File: config.mk
export PLATFORM = sky130hd
export DESIGN_NAME = axi_pattern_master
export DESIGN_NICKNAME = d
export VERILOG_FILES = /design/src/rtl/axi_pattern_pkg.sv /design/src/rtl/axi_pattern_master.sv
export SDC_FILE = /design/constraint.sdc
export NUM_CORES = 1
export LEC_CHECK = 0
export ABC_CLOCK_PERIOD_IN_PS = 2850
export BUFFER_PORTS_ARGS = -buffer_cell sky130_fd_sc_hd__buf_4
export CAP_MARGIN = 20
export CORE_MARGIN = 2
export CORE_UTILIZATION = 50
export CTS_BUF_LIST = sky130_fd_sc_hd__clkbuf_4
export DETAILED_ROUTE_END_ITERATION = 10
export MAX_ROUTING_LAYER = met4
export PLACE_DENSITY = 0.88
export REMOVE_ABC_BUFFERS = 1
export SYNTH_ARGS = -nofsm -noshare
export SYNTH_HDL_FRONTEND = slang
export SYNTH_SLANG_ARGS = --single-unit
File: constraint.sdc
create_clock -name ACLK -period 2.85 [get_ports ACLK]
set_input_delay 0.1425 -clock ACLK [delete_from_list [all_inputs] [get_ports ACLK]]
set_output_delay 0.1425 -clock ACLK [all_outputs]
set_load 0.02 [all_outputs]
File: src/rtl/axi_pattern_pkg.sv
// axi_pattern_pkg: shared FSM states, AXI response codes and the write/read data pattern seed
package axi_pattern_pkg;
  typedef enum logic [2:0] {IDLE, WR_ADDR, WR_DATA, WR_RESP, RD_ADDR, RD_DATA, FIN} state_t;
  localparam logic [1:0] RESP_OKAY = 2'b00;
  localparam logic [1:0] RESP_SLVERR = 2'b10;
  localparam logic [1:0] RESP_DECERR = 2'b11;
  localparam logic [31:0] PATTERN_SEED = 32'h0000_0100;
endpackage

File: src/rtl/axi_pattern_master.sv
// axi_pattern_master: AXI4 master writing C_NUM_BURSTS INCR bursts of seed+k, reading them back and flagging ERROR, DONE when finished
module axi_pattern_master
  import axi_pattern_pkg::*;
#(
  parameter logic [31:0] C_BASE_ADDR = 32'h4000_0000,
  parameter int C_BURST_LEN = 16,
  parameter int C_NUM_BURSTS = 4
) (
  input  logic        ACLK,
  input  logic        ARESETN,
  output logic        ERROR,
  output logic        DONE,
  output logic [31:0] M_AXI_AWADDR,
  output logic [7:0]  M_AXI_AWLEN,
  output logic [2:0]  M_AXI_AWSIZE,
  output logic [1:0]  M_AXI_AWBURST,
  output logic        M_AXI_AWVALID,
  input  logic        M_AXI_AWREADY,
  output logic [31:0] M_AXI_WDATA,
  output logic [3:0]  M_AXI_WSTRB,
  output logic        M_AXI_WLAST,
  output logic        M_AXI_WVALID,
  input  logic        M_AXI_WREADY,
  input  logic [1:0]  M_AXI_BRESP,
  input  logic        M_AXI_BVALID,
  output logic        M_AXI_BREADY,
  output logic [31:0] M_AXI_ARADDR,
  output logic [7:0]  M_AXI_ARLEN,
  output logic [2:0]  M_AXI_ARSIZE,
  output logic [1:0]  M_AXI_ARBURST,
  output logic        M_AXI_ARVALID,
  input  logic        M_AXI_ARREADY,
  input  logic [31:0] M_AXI_RDATA,
  input  logic [1:0]  M_AXI_RRESP,
  input  logic        M_AXI_RLAST,
  input  logic        M_AXI_RVALID,
  output logic        M_AXI_RREADY
);
  localparam int BW = C_BURST_LEN > 1 ? $clog2(C_BURST_LEN) : 1;
  localparam int NW = C_NUM_BURSTS > 1 ? $clog2(C_NUM_BURSTS) : 1;
  localparam logic [BW-1:0] LAST_BEAT = BW'(C_BURST_LEN - 1);
  localparam logic [NW-1:0] LAST_BURST = NW'(C_NUM_BURSTS - 1);
  localparam logic [31:0] STEP = 32'(C_BURST_LEN * 4);
  state_t state;
  logic [BW-1:0] beat;
  logic [NW-1:0] burst;
  logic [31:0] addr, pat;
  logic last_beat, r_bad;
  assign last_beat = beat == LAST_BEAT;
  assign r_bad = M_AXI_RRESP != RESP_OKAY || M_AXI_RDATA != pat || M_AXI_RLAST != last_beat;
  assign M_AXI_AWADDR = addr;
  assign M_AXI_ARADDR = addr;
  assign M_AXI_WDATA = pat;
  assign M_AXI_AWLEN = 8'(C_BURST_LEN - 1);
  assign M_AXI_ARLEN = 8'(C_BURST_LEN - 1);
  assign M_AXI_AWSIZE = 3'b010;
  assign M_AXI_ARSIZE = 3'b010;
  assign M_AXI_AWBURST = 2'b01;
  assign M_AXI_ARBURST = 2'b01;
  assign M_AXI_WSTRB = 4'hF;
  always_ff @(posedge ACLK or negedge ARESETN) begin
    if (!ARESETN) begin
      state <= IDLE;
      beat <= '0;
      burst <= '0;
      addr <= C_BASE_ADDR;
      pat <= PATTERN_SEED;
      M_AXI_AWVALID <= 1'b0;
      M_AXI_WVALID <= 1'b0;
      M_AXI_WLAST <= 1'b0;
      M_AXI_BREADY <= 1'b0;
      M_AXI_ARVALID <= 1'b0;
      M_AXI_RREADY <= 1'b0;
      ERROR <= 1'b0;
      DONE <= 1'b0;
    end else begin
      case (state)
        IDLE: begin
          M_AXI_AWVALID <= 1'b1;
          state <= WR_ADDR;
        end
        WR_ADDR: if (M_AXI_AWREADY) begin
          M_AXI_AWVALID <= 1'b0;
          M_AXI_WVALID <= 1'b1;
          M_AXI_WLAST <= C_BURST_LEN == 1;
          state <= WR_DATA;
        end
        WR_DATA: if (M_AXI_WREADY) begin
          pat <= pat + 32'd1;
          if (M_AXI_WLAST) begin
            M_AXI_WVALID <= 1'b0;
            M_AXI_WLAST <= 1'b0;
            M_AXI_BREADY <= 1'b1;
            beat <= '0;
            state <= WR_RESP;
          end else begin
            beat <= beat + 1'b1;
            M_AXI_WLAST <= beat + 1'b1 == LAST_BEAT;
          end
        end
        WR_RESP: if (M_AXI_BVALID) begin
          M_AXI_BREADY <= 1'b0;
          if (M_AXI_BRESP != RESP_OKAY) ERROR <= 1'b1;
          if (burst == LAST_BURST) begin
            burst <= '0;
            addr <= C_BASE_ADDR;
            pat <= PATTERN_SEED;
            M_AXI_ARVALID <= 1'b1;
            state <= RD_ADDR;
          end else begin
            burst <= burst + 1'b1;
            addr <= addr + STEP;
            M_AXI_AWVALID <= 1'b1;
            state <= WR_ADDR;
          end
        end
        RD_ADDR: if (M_AXI_ARREADY) begin
          M_AXI_ARVALID <= 1'b0;
          M_AXI_RREADY <= 1'b1;
          state <= RD_DATA;
        end
        RD_DATA: if (M_AXI_RVALID) begin
          pat <= pat + 32'd1;
          if (r_bad) ERROR <= 1'b1;
          if (last_beat) begin
            beat <= '0;
            M_AXI_RREADY <= 1'b0;
            if (burst == LAST_BURST) begin
              DONE <= 1'b1;
              state <= FIN;
            end else begin
              burst <= burst + 1'b1;
              addr <= addr + STEP;
              M_AXI_ARVALID <= 1'b1;
              state <= RD_ADDR;
            end
          end else beat <= beat + 1'b1;
        end
        default: state <= FIN;
      endcase
    end
  end
endmodule
==> results by group <==
CTS
  – H-tree depth: 3
  – CTS hold repair buffers: 2
  – Num CTS Buffers: 9
  – Clock Path Buffers: 2
  – CTS root buf: clkbuf_4
  – Setup repair bufs after CTS: 0
  – PostCTS Resize Cnt: 0
  – CTS tree: yes
  – Clk_lat worst skew: around 0.42 ns
  – TritonCTS Sinks: between 70 and 80
  – Clock transition at path regs: 0.13 ns

Floorplanning
  – Die Height: just over 100 um
  – Row cnt: 36
  – Initial Util: 0.508
  – I/O Pins: 178
  – Die footprint: 10600 sq um
  – Core ar.: 9640 sq um
  – Die width: 103 um

STA
  – Max-slew headroom: 0.364
  – Final Skew: 0.0178 ns
  – Final hold violation count: 0
  – Fmax: 0.414 GHz
  – RSZ-0062 raised after global routing: false
  – Final setup violation count: 0
  – Fin Setup TNS: 0 ns
  – Max-slew violations: 0
  – Final period utilization: 0.848
  – Worst slew pin tran: around 0.95 ns
  – Fin crit period: 2.42 ns

Logic synthesis
  – Commonest cells in the netlist: dfrtp_1 (73), buf_4 (68), nand2_1 (48), nor2_1 (40), xor2_1 (39)
  – Netlist cell types: between 50 and 60
  – Post-synth EDFFs: 0
  – Register bit total from synthesis: 75
  – Sequential element share of the synthesized area: 0.384
  – Ys async rst share: 1.00
  – Synth Instances: 558
  – Count leader, synth: dfrtp_1
  – Mapped Area: 4900 sq um
  – Most common flop cell mapped by yosys: dfrtp_1
  – Warnings, synthesis: 0
  – Dominant cells by area after synthesis: dfrtp_1 (37%), buf_4 (10%), xor2_1 (7.0%), xnor2_1 (4.5%), o21ai_0 (3.8%)
  – Mean Syn Cell Area: 8.78 sq um
  – Cell taking the most area after synthesis: dfrtp_1
  – Area share of the largest cell type after synthesis: 0.373

Route
  – TritonRoute pass-1 iters: 5
  – Routed len/inst: between 15 and 20 um
  – Drt total wl: 12900 um
  – Via Count: ~4400
  – Remaining antenna violation count after routing: 0
  – Vias per cell: 5.54
  – Final routed DRC violation total: 0
  – Initial DRC Count: approximately 280

Layout
  – Final non-filler cell area: 5890 sq um
  – NumNets Final: approximately 710
  – Inserted Diodes: 0
  – Layout cells sized above 1: 0.247
  – Area Growth Syn to Fin: 20.1%
  – Non-filler cells, final: 802

Min path
  – Worst Min Path Start: M_AXI_ARREADY
  – Worst Hold Class: input port to register
  – Hold Path Cell Cnt: 3
  – Hold Path Sink: M_AXI_RREADY

Power and ir drop
  – Total Power: 3.60 mW
  – Peak VDD IR: 0.279 mV
  – Leak: 2.73 nW
  – Power per cell area: 612 nW/um^2

Worst setup path
  – Reg2reg start: beat[0]
  – CP arrival: between 2 and 3 ns
  – R2r worst-path depth: 6
  – Crit path required time: 3.20 ns
  – Critical R2R Capture: M_AXI_ARADDR[28]
  – Crit end category: register
  – Critical path launch point type: register
  – Worst Setup Path Type: register to register
  – CP Max Fanout: 11
  – R2R Setup Slk: 0.43 ns

Global route
  – First-pass GRT wire length: 19900 um
  – Initial antenna violation count: 0
  – GRT Util Overall: 0.249
  – Grt ovf: 0
  – Vias in the first global route: 4101
  – Largest net degree at the start of global routing: between 70 and 80

Placement
  – Placed cells: 785
  – Buffers on Ports: about 140
  – Placed inst area: approximately 5700 sq um
  – Routability congestion estimate: 0.868
  – Post-DP HPWL: approximately 9400 um

Status
  – Status: finished, final reports clean

Flow run
  – Maxcap violations: 0
## cell usage in the layout, fill, tap and decap left out, types with 2 or more instances in the layout
master	n
dlygate4sd3_1	2
o21a_1	2
or4_1	5
a31oi_1	4
o21ai_0	37
nor2_1	40
nand4b_1	2
nand4_1	22
inv_1	8
nor4_1	16
buf_4	143
and3_1	6
nor4_2	2
and2_1	2
bufinv_16	3
dfstp_2	2
nand3_1	24
xor2_1	39
o31ai_1	4
nor4b_1	6
conb_1	42
nand2_1	48
or3_1	20
nor3b_1	3
clkbuf_4	10
nor2b_1	7
dfrtp_1	73
nor3_1	4
ha_1	5
and4_1	7
a21oi_1	29
nand2b_1	6
xnor2_1	25
## logic make-up after synthesis
family | count (synthesis) | synth area share
muxes | 2 | 0.00434
adders and majority gates | 5 | 0.0128
buffers and inverters | 97 | 0.129
and+or+nand+nor | 225 | 0.250
AOI/OAI and AO/OA | 88 | 0.105
DFF | 75 | 0.384
other | 2 | 0.00153
xor gates and xnor gates | 64 | 0.114
## power breakdown
group,total (mW),switching [mW],internal (mW),leakage (nW)
registers,1.49,0.272,1.22,0.976
logic,1.28,0.758,0.522,1.66
clock network,0.832,0.384,0.449,0.0941
total,3.60,1.41,2.19,2.73
## critical path, cell delays in order (launching register included)
cell and delay (ns):
dfrtp_1 0.44, ha_1 0.29, and4_4 0.29, a41oi_4 0.13, or3_1 0.54, or4_1 0.52, a21oi_1 0.15
## state kept, by name, summed over array words and instances (netlist names), 2 cells and up
signal	cells
beat	4
burst	2
state	3
M_AXI_WDATA	32
M_AXI_ARADDR	26
## cell type report
| class | count | area [sq um] |
|---|---|---|
| Fill cell | 792 | 3750 |
| Tap cell | 133 | 166 |
| Sequential cell | 75 | 1880 |
| Clock buffer | 10 | 75.1 |
| Inverter | 8 | 30.0 |
| Multi-Input combinational cell | 426 | 2540 |
| Clock inverter | 5 | 103 |
| Timing Repair Buffer | 145 | 1090 |
## worst max path at each step
stage,from,end,depth (start not counted)
floorplan,state[2],M_AXI_WDATA[25],5
finish,beat[0],M_AXI_ARADDR[28],6
detailed placement,beat[0],M_AXI_ARADDR[28],6
CTS,beat[0],M_AXI_ARADDR[28],6
global route,state[0],M_AXI_ARADDR[28],5
global placement,state[0],M_AXI_ARADDR[28],5
## routing by layer
layer	track usage	vias up	part of all wire
met5	-	-	0
met4	0.114	0	0.019
met3	0.0339	22	0.056
met2	0.395	199	0.51
met1	0.317	2154	0.41
li1	-	2066	-
## metrics by stage
step	util	hold WS, ns	setup WS, ns
3_5_place_dp	0.590	0.343	0.473
3_3_place_gp	0.590	0.333	0.531
4_1_cts	0.611	0.0103	0.440
5_1_grt	0.611	0.0181	0.268
6_report	0.611	0.0357	0.432
2_1_floorplan	-	-0.153	0.382
No activity file was read; power rests on OpenSTA's default activity.
